<file path="src/rtl/seq_link_pkg.sv">
// rtl/seq_link_pkg.sv - shared constants, state type and helpers for the serial sequence link
// Purpose: common definitions used by the pattern serializer and the sequence detector.
// Contents: PAT_W / LEN_W defaults, seq_state_t FSM encoding, clamp_len() length limiter.
package seq_link_pkg;

  localparam int PAT_W = 8;
  localparam int LEN_W = 4;

  typedef enum logic [1:0] {
    IDLE  = 2'd0,
    SHIFT = 2'd1,
    GAP   = 2'd2
  } seq_state_t;

  // Requested lengths beyond the pattern width are sent as a full-width pattern.
  function automatic int clamp_len(input int len, input int max_w);
    return (len > max_w) ? max_w : len;
  endfunction

endpackage

</file>
<file path="src/rtl/seq_pattern_serializer_if.sv">
// rtl/seq_pattern_serializer_if.sv - load handshake and serial output bundle of the serializer
// Purpose: groups the frame-load handshake and the serial output signals.
// Signals: load_valid/load_ready/pat/len/rpt (load side), sdo/sdo_valid/frame_last/done/len_err (output side).
// Modports: master = stimulus/loader side, slave = serializer side.
interface seq_pattern_serializer_if
  import seq_link_pkg::*;
#(
  parameter int W     = PAT_W,
  parameter int LEN_W = seq_link_pkg::LEN_W
);
  logic             load_valid;
  logic             load_ready;
  logic [W-1:0]     pat;
  logic [LEN_W-1:0] len;
  logic [3:0]       rpt;
  logic             sdo;
  logic             sdo_valid;
  logic             frame_last;
  logic             done;
  logic             len_err;

  modport master (
    output load_valid, pat, len, rpt,
    input  load_ready, sdo, sdo_valid, frame_last, done, len_err
  );

  modport slave (
    input  load_valid, pat, len, rpt,
    output load_ready, sdo, sdo_valid, frame_last, done, len_err
  );
endinterface

</file>
<file path="src/rtl/seq_shift_reg.sv">
// rtl/seq_shift_reg.sv - loadable left-shift register with a variable tap at len-1
// Purpose: holds the pattern being serialized; tap presents the bit to be sent next.
// Ports: clk, rst (sync, active-high), en (advance enable), load/din (new pattern),
//        shift (advance one bit), len (active length selecting the tap), tap (next bit out).
module seq_shift_reg #(
  parameter int W     = 8,
  parameter int LEN_W = 4
) (
  input  logic             clk,
  input  logic             rst,
  input  logic             en,
  input  logic             load,
  input  logic             shift,
  input  logic [W-1:0]     din,
  input  logic [LEN_W-1:0] len,
  output logic             tap
);
  logic [W-1:0]     q;
  logic [W-1:0]     src;
  logic [LEN_W-1:0] idx;

  // On a load the first bit is taken straight from din so it can go out in the
  // cycle after the load; the register then keeps the remaining bits pre-shifted.
  assign src = load ? din : q;
  assign idx = (len == '0) ? '0 : len - LEN_W'(1);
  assign tap = |(src & (W'(1) << idx));

  always_ff @(posedge clk) begin
    if (rst) begin
      q <= '0;
    end else if (en) begin
      if (load) begin
        q <= din << 1;
      end else if (shift) begin
        q <= q << 1;
      end
    end
  end
endmodule

</file>
<file path="src/rtl/seq_pattern_serializer.sv">
// rtl/seq_pattern_serializer.sv - MSB-first frame serializer with repeat count and idle gap
// Purpose: loads a pattern/length/repeat count and shifts it out one bit per enabled clock,
//          optionally repeating the frame with GAP_CYCLES idle cycles between repetitions.
// Ports: clk, rst (sync, active-high), ena (advance enable, freezes block when low),
//        bus (slave modport: load handshake in, registered serial output and status pulses out).
module seq_pattern_serializer
  import seq_link_pkg::*;
#(
  parameter int W          = PAT_W,
  parameter int LEN_W      = seq_link_pkg::LEN_W,
  parameter int GAP_CYCLES = 0
) (
  input  logic                   clk,
  input  logic                   rst,
  input  logic                   ena,
  seq_pattern_serializer_if.slave bus
);
  localparam int GAP_W = (GAP_CYCLES > 1) ? $clog2(GAP_CYCLES) : 1;

  seq_state_t       state, state_n;
  logic [LEN_W-1:0] bit_cnt, bit_cnt_n;
  logic [LEN_W-1:0] len_r, len_n, len_c, ld_len;
  logic [3:0]       rpt_cnt, rpt_cnt_n;
  logic [GAP_W-1:0] gap_cnt, gap_cnt_n;
  logic [W-1:0]     pat_r, pat_n, ld_pat;
  logic             sdo_q, sdo_valid_q, frame_last_q, done_q, len_err_q;
  logic             frame_last_n, done_n, len_err_n, sdo_n, sdo_valid_n;
  logic             accept, reload, sr_shift, sr_bit;

  assign bus.load_ready = ena && (state == IDLE);
  assign accept         = bus.load_valid && bus.load_ready;
  assign len_c          = LEN_W'(clamp_len(int'(bus.len), W));

  always_comb begin
    state_n      = state;
    bit_cnt_n    = bit_cnt;
    rpt_cnt_n    = rpt_cnt;
    gap_cnt_n    = gap_cnt;
    len_n        = len_r;
    pat_n        = pat_r;
    ld_len       = len_r;
    ld_pat       = pat_r;
    reload       = 1'b0;
    sr_shift     = 1'b0;
    frame_last_n = 1'b0;
    done_n       = 1'b0;
    len_err_n    = 1'b0;
    case (state)
      IDLE: begin
        if (accept) begin
          if (bus.len == '0) begin
            len_err_n = 1'b1;
          end else begin
            reload    = 1'b1;
            ld_len    = len_c;
            ld_pat    = bus.pat;
            len_n     = len_c;
            pat_n     = bus.pat;
            rpt_cnt_n = bus.rpt;
          end
        end
      end
      SHIFT: begin
        // bit_cnt is the number of bits still to follow the one on sdo now.
        if (bit_cnt != '0) begin
          sr_shift     = 1'b1;
          bit_cnt_n    = bit_cnt - LEN_W'(1);
          frame_last_n = (bit_cnt == LEN_W'(1));
        end else if (rpt_cnt != 4'd0) begin
          rpt_cnt_n = rpt_cnt - 4'd1;
          if (GAP_CYCLES > 0) begin
            state_n   = GAP;
            gap_cnt_n = GAP_W'(GAP_CYCLES - 1);
          end else begin
            reload = 1'b1;
          end
        end else begin
          state_n = IDLE;
          done_n  = 1'b1;
        end
      end
      GAP: begin
        if (gap_cnt == '0) begin
          reload = 1'b1;
        end else begin
          gap_cnt_n = gap_cnt - GAP_W'(1);
        end
      end
      default: state_n = IDLE;
    endcase
    // Starting a (re)transmission always emits the first bit immediately.
    if (reload) begin
      state_n      = SHIFT;
      bit_cnt_n    = ld_len - LEN_W'(1);
      frame_last_n = (ld_len == LEN_W'(1));
    end
  end

  assign sdo_valid_n = reload || sr_shift;
  assign sdo_n       = sdo_valid_n && sr_bit;

  seq_shift_reg #(
    .W     (W),
    .LEN_W (LEN_W)
  ) u_sreg (
    .clk   (clk),
    .rst   (rst),
    .en    (ena),
    .load  (reload),
    .shift (sr_shift),
    .din   (ld_pat),
    .len   (ld_len),
    .tap   (sr_bit)
  );

  always_ff @(posedge clk) begin
    if (rst) begin
      state        <= IDLE;
      bit_cnt      <= '0;
      rpt_cnt      <= '0;
      gap_cnt      <= '0;
      len_r        <= '0;
      pat_r        <= '0;
      sdo_q        <= 1'b0;
      sdo_valid_q  <= 1'b0;
      frame_last_q <= 1'b0;
      done_q       <= 1'b0;
      len_err_q    <= 1'b0;
    end else if (ena) begin
      state        <= state_n;
      bit_cnt      <= bit_cnt_n;
      rpt_cnt      <= rpt_cnt_n;
      gap_cnt      <= gap_cnt_n;
      len_r        <= len_n;
      pat_r        <= pat_n;
      sdo_q        <= sdo_n;
      sdo_valid_q  <= sdo_valid_n;
      frame_last_q <= frame_last_n;
      done_q       <= done_n;
      len_err_q    <= len_err_n;
    end
  end

  assign bus.sdo        = sdo_q;
  assign bus.sdo_valid  = sdo_valid_q;
  assign bus.frame_last = frame_last_q;
  // Pulses are suppressed while frozen; the held register re-presents them on resume.
  assign bus.done       = done_q && ena;
  assign bus.len_err    = len_err_q && ena;
endmodule

</file>
<file path="src/flat_wrapper.sv">
// flat-port wrapper written by rule: the top's interface ports become plain ports
module seq_pattern_serializer_flat import seq_link_pkg::*;
#(
  parameter int W          = PAT_W,
  parameter int LEN_W      = seq_link_pkg::LEN_W,
  parameter int GAP_CYCLES = 0
)
  (clk, rst, ena, bus_load_valid, bus_pat, bus_len, bus_rpt, bus_load_ready, bus_sdo, bus_sdo_valid, bus_frame_last, bus_done, bus_len_err);
  seq_pattern_serializer_if #(.W(W), .LEN_W(LEN_W)) bus_i ();
  input  logic clk;
  input  logic rst;
  input  logic ena;
  input wire logic [$bits(bus_i.load_valid)-1:0] bus_load_valid;
  input wire logic [$bits(bus_i.pat)-1:0] bus_pat;
  input wire logic [$bits(bus_i.len)-1:0] bus_len;
  input wire logic [$bits(bus_i.rpt)-1:0] bus_rpt;
  output wire logic [$bits(bus_i.load_ready)-1:0] bus_load_ready;
  output wire logic [$bits(bus_i.sdo)-1:0] bus_sdo;
  output wire logic [$bits(bus_i.sdo_valid)-1:0] bus_sdo_valid;
  output wire logic [$bits(bus_i.frame_last)-1:0] bus_frame_last;
  output wire logic [$bits(bus_i.done)-1:0] bus_done;
  output wire logic [$bits(bus_i.len_err)-1:0] bus_len_err;
  assign bus_i.load_valid = bus_load_valid;
  assign bus_i.pat = bus_pat;
  assign bus_i.len = bus_len;
  assign bus_i.rpt = bus_rpt;
  assign bus_load_ready = bus_i.load_ready;
  assign bus_sdo = bus_i.sdo;
  assign bus_sdo_valid = bus_i.sdo_valid;
  assign bus_frame_last = bus_i.frame_last;
  assign bus_done = bus_i.done;
  assign bus_len_err = bus_i.len_err;
  seq_pattern_serializer #(.W(W), .LEN_W(LEN_W), .GAP_CYCLES(GAP_CYCLES)) u_core (.clk(clk), .rst(rst), .ena(ena), .bus(bus_i));
endmodule
</file>
<file path="config.mk">
export PLATFORM = sky130hd
export DESIGN_NAME = seq_pattern_serializer_flat
export DESIGN_NICKNAME = d
export VERILOG_FILES = /design/src/rtl/seq_link_pkg.sv /design/src/rtl/seq_pattern_serializer_if.sv /design/src/rtl/seq_shift_reg.sv /design/src/rtl/seq_pattern_serializer.sv /design/src/flat_wrapper.sv
export SDC_FILE = /design/constraint.sdc
export NUM_CORES = 1
export LEC_CHECK = 0
export BUFFER_PORTS_ARGS = -buffer_cell sky130_fd_sc_hd__buf_2
export CAP_MARGIN = 10
export CORE_MARGIN = 2
export CORE_UTILIZATION = 35
export CTS_CLUSTER_DIAMETER = 50
export DETAILED_ROUTE_END_ITERATION = 8
export HOLD_SLACK_MARGIN = 0.03
export MAX_ROUTING_LAYER = met4
export PLACE_DENSITY_LB_ADDON = 0.3
export SETUP_SLACK_MARGIN = 0.3
export SYNTH_ARGS = -nofsm -noshare
export SYNTH_HDL_FRONTEND = slang
export SYNTH_SLANG_ARGS = --single-unit
export TNS_END_PERCENT = 5
</file>
<file path="constraint.sdc">
create_clock -name clk -period 3.3 [get_ports clk]
set_input_delay 0.165 -clock clk [delete_from_list [all_inputs] [get_ports clk]]
set_output_delay 0.165 -clock clk [all_outputs]
set_load 0.02 [all_outputs]
</file>
==> impl_results.html <==
<table>
<tr><th>Metric</th><th>Value</th></tr>
<tr><th colspan="2">Layout</th></tr>
<tr><td>Area Growth Syn to Fin</td><td>12.38%</td></tr>
<tr><td>Number of inserted filler cells in the final layout</td><td>535</td></tr>
<tr><td>Ratio of cells with drive above 1 in the final layout</td><td>23.75%</td></tr>
<tr><td>N_diodes</td><td>0</td></tr>
<tr><td>Fin nets</td><td>263</td></tr>
<tr><th colspan="2">Power and ir drop</th></tr>
<tr><td>Relative contribution of sequential cells to total power</td><td>43.1%</td></tr>
<tr><td>Pwr Density</td><td>approximately 460 nW/µm²</td></tr>
<tr><td>Total net switching power</td><td>~0.00028 W</td></tr>
<tr><td>Leakage power of the design</td><td>around 0.84 nW</td></tr>
<tr><td>Portion of total power attributed to the clock network</td><td>approximately two fifths</td></tr>
<tr><td>Fraction of power spent switching nets</td><td>~28%</td></tr>
<tr><td>Internal cell power</td><td>a little over 0.0007 W</td></tr>
<tr><td>Combinational share of power</td><td>approximately 18%</td></tr>
<tr><td>Worst IR Drop VDD</td><td>0.0002003 V</td></tr>
<tr><th colspan="2">Worst setup path</th></tr>
<tr><td>Cells traversed along the worst timing path</td><td>nand3b_2 &gt; o21ai_1 &gt; and2_1 &gt; clkinv_4 &gt; ha_1 &gt; o41ai_1 &gt; a41oi_1 &gt; a221oi_2</td></tr>
<tr><td>Reg-to-Reg Start</td><td>u_core.state[0]$_SDFFE_PP0P_</td></tr>
<tr><td>CP Data Required Time</td><td>3510 ps</td></tr>
<tr><td>Type of element capturing the critical path</td><td>flop</td></tr>
<tr><td>Startpoint type of the worst setup path</td><td>flop</td></tr>
<tr><td>Max stage delay cell, worst path</td><td>dfxtp_1</td></tr>
<tr><td>Endpoint arrival time on the critical path</td><td>roughly 2900 ps</td></tr>
<tr><td>Total buffers and inverters traversed by the critical path</td><td>1</td></tr>
<tr><td>Endpoint of the most critical register-to-register path</td><td>u_core.bus.sdo$_SDFFE_PP0P_</td></tr>
<tr><td>Register-to-register path setup slack</td><td>640 ps</td></tr>
<tr><td>Worst setup path class</td><td>flop to flop</td></tr>
<tr><td>Slowest stage delay, CP</td><td>450 ps</td></tr>
<tr><td>Cell class contributing the biggest share of worst-path delay</td><td>compound AO/OA/AOI/OAI gates</td></tr>
<tr><td>Largest driver fanout on the critical path</td><td>14</td></tr>
<tr><td>R2R cell count</td><td>8</td></tr>
<tr><th colspan="2">Yosys</th></tr>
<tr><td>Share of flip-flops with an asynchronous set or reset after synthesis</td><td>0%</td></tr>
<tr><td>Number of synthesized flops with an enable pin</td><td>0</td></tr>
<tr><td>Cells after Synth</td><td>between 200 and 250</td></tr>
<tr><td>Count of state elements after synthesis</td><td>33</td></tr>
<tr><td>Fraction of post-synthesis cell area in the top cell type by area</td><td>approximately 35%</td></tr>
<tr><td>Number of different library cells in the post-synthesis netlist</td><td>between 60 and 70</td></tr>
<tr><td>Synth area leaders</td><td>dfxtp_1 (35%), nor2_1 (6.5%), a21oi_1 (5.2%)</td></tr>
<tr><td>Warnings, synthesis</td><td>0</td></tr>
<tr><td>Share of synthesized area occupied by flip-flops and latches</td><td>34.58%</td></tr>
<tr><td>Leading register cell type out of synthesis</td><td>dfxtp_1</td></tr>
<tr><td>Syn Nets</td><td>244</td></tr>
<tr><td>Mapped Avg Cell Area</td><td>8.684 µm²</td></tr>
<tr><td>Netlist area before placement</td><td>1911 µm²</td></tr>
<tr><td>Cell type contributing the most total cell area after synthesis</td><td>dfxtp_1</td></tr>
<tr><th colspan="2">STA</th></tr>
<tr><td>Final hold vios</td><td>0</td></tr>
<tr><td>Smallest hold slack</td><td>138.9 ps</td></tr>
<tr><td>Fin Clk Skew</td><td>7.767 ps</td></tr>
<tr><td>Setup TNS</td><td>0 ps</td></tr>
<tr><td>Max Slew Vio Count</td><td>0</td></tr>
<tr><td>Post-route clock period utilization</td><td>between 80% and 90%</td></tr>
<tr><td>Final setup violation count</td><td>0</td></tr>
<tr><td>Maximum clock frequency</td><td>375.9 MHz</td></tr>
<tr><td>Worst slew margin</td><td>60.15%</td></tr>
<tr><td>Minimum clock period</td><td>2660 ps</td></tr>
<tr><td>Actual slew at the worst max-slew pin</td><td>597.8 ps</td></tr>
<tr><td>RSZ-0062 raised after global routing</td><td>false</td></tr>
<tr><th colspan="2">Detailed routing</th></tr>
<tr><td>DRC violations left</td><td>0</td></tr>
<tr><td>Routed wire length</td><td>4.506 mm</td></tr>
<tr><td>Antenna Violating Nets Remaining</td><td>0</td></tr>
<tr><td>Overall via count from detail_route</td><td>approximately 1700</td></tr>
<tr><td>Detail-routed via count per cell</td><td>5.326</td></tr>
<tr><td>First-pass detailed-route iteration total</td><td>4</td></tr>
<tr><td>Average wire length per cell after detail routing</td><td>14.54 µm</td></tr>
<tr><td>Iter 0 DRT Violations</td><td>112</td></tr>
<tr><th colspan="2">Clock network</th></tr>
<tr><td>Hold-fix buffers, CTS</td><td>0</td></tr>
<tr><td>Number of H-tree branching levels</td><td>2</td></tr>
<tr><td>Post CTS Setup Buffer Count</td><td>0</td></tr>
<tr><td>Number of clock sinks</td><td>33</td></tr>
<tr><td>Inserted Clock Buffers</td><td>5</td></tr>
<tr><td>Later-pin clock latency in the skew report</td><td>approximately 300 ps</td></tr>
<tr><td>Bufs on Longest Clock Path</td><td>2</td></tr>
<tr><td>Register clock-pin slew on the reported worst setup and hold paths</td><td>around 70 ps</td></tr>
<tr><td>TritonCTS clock tree</td><td>built</td></tr>
<tr><td>Quantity of gates resized following cts</td><td>0</td></tr>
<tr><td>CTS Root Cell</td><td>clkbuf_8</td></tr>
<tr><th colspan="2">Die</th></tr>
<tr><td>Area of the core</td><td>5172 µm²</td></tr>
<tr><td>Die footprint</td><td>just over 6000 µm²</td></tr>
<tr><td>Placement Rows</td><td>26</td></tr>
<tr><td>Die width</td><td>roughly 78 µm</td></tr>
<tr><td>Initial standard-cell utilization of the core</td><td>~37%</td></tr>
<tr><td>Y dimension of the die</td><td>77.89 µm</td></tr>
<tr><td>Number of I/O pins</td><td>26</td></tr>
<tr><th colspan="2">Place</th></tr>
<tr><td>Routability Congestion</td><td>0.8571</td></tr>
<tr><td>IO Port Bufs</td><td>25</td></tr>
<tr><td>Detail Placement HPWL</td><td>3.297 mm</td></tr>
<tr><th colspan="2">Global routing</th></tr>
<tr><td>Maximum number of pins on one net before global-route repair</td><td>33</td></tr>
<tr><td>Tot GR Track Use</td><td>16.78%</td></tr>
<tr><td>Final global-route overflow total</td><td>0</td></tr>
<tr><td>First-pass GRT wire length</td><td>7.741 mm</td></tr>
<tr><td>Via count of the first global-routing pass</td><td>~1600</td></tr>
<tr><td>Antenna violations before repair</td><td>0</td></tr>
<tr><th colspan="2">Worst hold path</th></tr>
<tr><td>Type of the tightest min-delay check</td><td>primary input to flop</td></tr>
<tr><td>Number of cells on the worst hold path</td><td>3</td></tr>
<tr><td>Terminating pin of the worst hold path</td><td>u_core.pat_r[1]$_SDFFE_PP0P_</td></tr>
<tr><td>Startpoint of the worst hold path</td><td>bus_pat[1]</td></tr>
<tr><th colspan="2">Flow run</th></tr>
<tr><td>Max Cap Viol</td><td>0</td></tr>
<tr><th colspan="2">Outcome</th></tr>
<tr><td>Run status</td><td>complete, no violations</td></tr>
</table>
## worst register-to-register path, cell delays in order (launching register included)
cell and delay (ps):
dfxtp_1 450, nand3b_2 390, o21ai_1 260, and2_1 330, clkinv_4 110, ha_1 350, o41ai_1 380, a41oi_1 90
a221oi_2 220
## cells in the mapped netlist (2+ instances only)
cell       count
dfxtp_1       33
nor2_1        33
a21oi_1       20
nand2_1       10
inv_1          9
mux2i_1        9
o21ai_0        9
nand3_1        7
buf_6          6
a211oi_1       5
and2_1         4
clkbuf_1       4
ha_1           4
o21ai_1        4
a221oi_1       3
a221oi_2       3
a31oi_1        3
buf_2          3
a222oi_1       2
a22oi_1        2
nor3_1         2
o2111ai_1      2
o41ai_1        2
or2_2          2
or3_1          2
or3b_2         2
## registers in the layout, summed over array words and instances, names as in the netlist
register / cells
u_core.u_sreg.q: 7
u_core.bit_cnt: 4
u_core.bus.sdo: 1
u_core.done_q: 1
u_core.pat_r: 8
u_core.bus.frame_last: 1
u_core.len_err_q: 1
u_core.len_r: 4
u_core.state: 1
u_core.bus.sdo_valid: 1
u_core.rpt_cnt: 4
## cell type report
| class | instances | area [µm²] | area share (%) |
|---|---|---|---|
| clock buffer | 5 | 68.82 | 3.205 |
| tap | 70 | 87.58 | 4.079 |
| inverter | 10 | 42.54 | 1.981 |
| timing repair buffer | 26 | 132.6 | 6.177 |
| sequential | 33 | 660.6 | 30.77 |
| clock inverter | 3 | 46.29 | 2.156 |
| multi-input combinational | 163 | 1109 | 51.63 |
## power by group through the flow
stage / logic (W) / clock network, W / registers, W
after detailed placement: 0.000176 / 0 / 0.000437
after global placement: 0.000177 / 0 / 0.000437
final: 0.000177 / 0.000387 / 0.000428
after CTS: 0.000177 / 0.000398 / 0.000428
after global routing: 0.000200 / 0.000415 / 0.000430
after floorplan: 0.000143 / 0 / 0.000434
## worst max-delay path by stage
stage	slack, ps	depth (start not counted)	from	endpoint
after global placement	530	6	u_core.state[0]$_SDFFE_PP0P_	u_core.bus.sdo$_SDFFE_PP0P_
after floorplan	970	9	u_core.rpt_cnt[0]$_SDFFE_PP0P_	u_core.bus.sdo$_SDFFE_PP0P_
after detailed placement	440	6	u_core.state[0]$_SDFFE_PP0P_	u_core.bus.sdo$_SDFFE_PP0P_
after global routing	370	8	u_core.state[0]$_SDFFE_PP0P_	u_core.bus.sdo$_SDFFE_PP0P_
after CTS	420	6	u_core.state[0]$_SDFFE_PP0P_	u_core.bus.sdo$_SDFFE_PP0P_
final	640	8	u_core.state[0]$_SDFFE_PP0P_	u_core.bus.sdo$_SDFFE_PP0P_
## cells by family after synthesis
logic type      after synthesis  share of synthesized area, %
xor+xnor                      1                        0.4585
buf+inv                      24                         7.530
compound gates               69                         26.59
simple gates                 78                         21.74
flops                        33                         34.58
mux                          11                         6.483
fa+ha+maj                     4                         2.620
## per-stage QoR
stage / power (W) / setup slack (ps) / util (%) / instance area, µm² / instances
global placement: 0.0006137 / 532.3 / 39.24 / 2029 / 302
detailed placement: 0.0006130 / 439.2 / 39.24 / 2029 / 302
global route: 0.001046 / 374.7 / 41.51 / 2147 / 310
floorplan: 0.0005772 / 973.9 / - / 1911 / 220
CTS: 0.001003 / 423.5 / 41.46 / 2145 / 310
finish: 0.0009918 / 639.9 / 41.51 / 2147 / 310
## metal layers
metal / vias to the layer above / global-route usage, % / part of all wire [%]
met5: - / - / 0
met4: 0 / 7.143 / 2.4
met3: 9 / 5.698 / 4.7
met2: 38 / 24.83 / 46
met1: 753 / 20.79 / 47
li1: 851 / - / -
## cells in the final DEF, fill, tap and decap left out, types with 3 or more instances in the layout
cell type,n
o21ai_0,9
mux2i_1,9
o21ai_1,4
nor2_1,33
buf_2,25
nand3_1,7
a31oi_1,3
a221oi_2,3
a221oi_1,3
and2_1,4
ha_1,4
a211oi_1,5
dfxtp_1,33
inv_1,9
nand2_1,10
clkbuf_8,5
a21oi_1,20
Note: power is estimated with default switching activity, not from simulation.
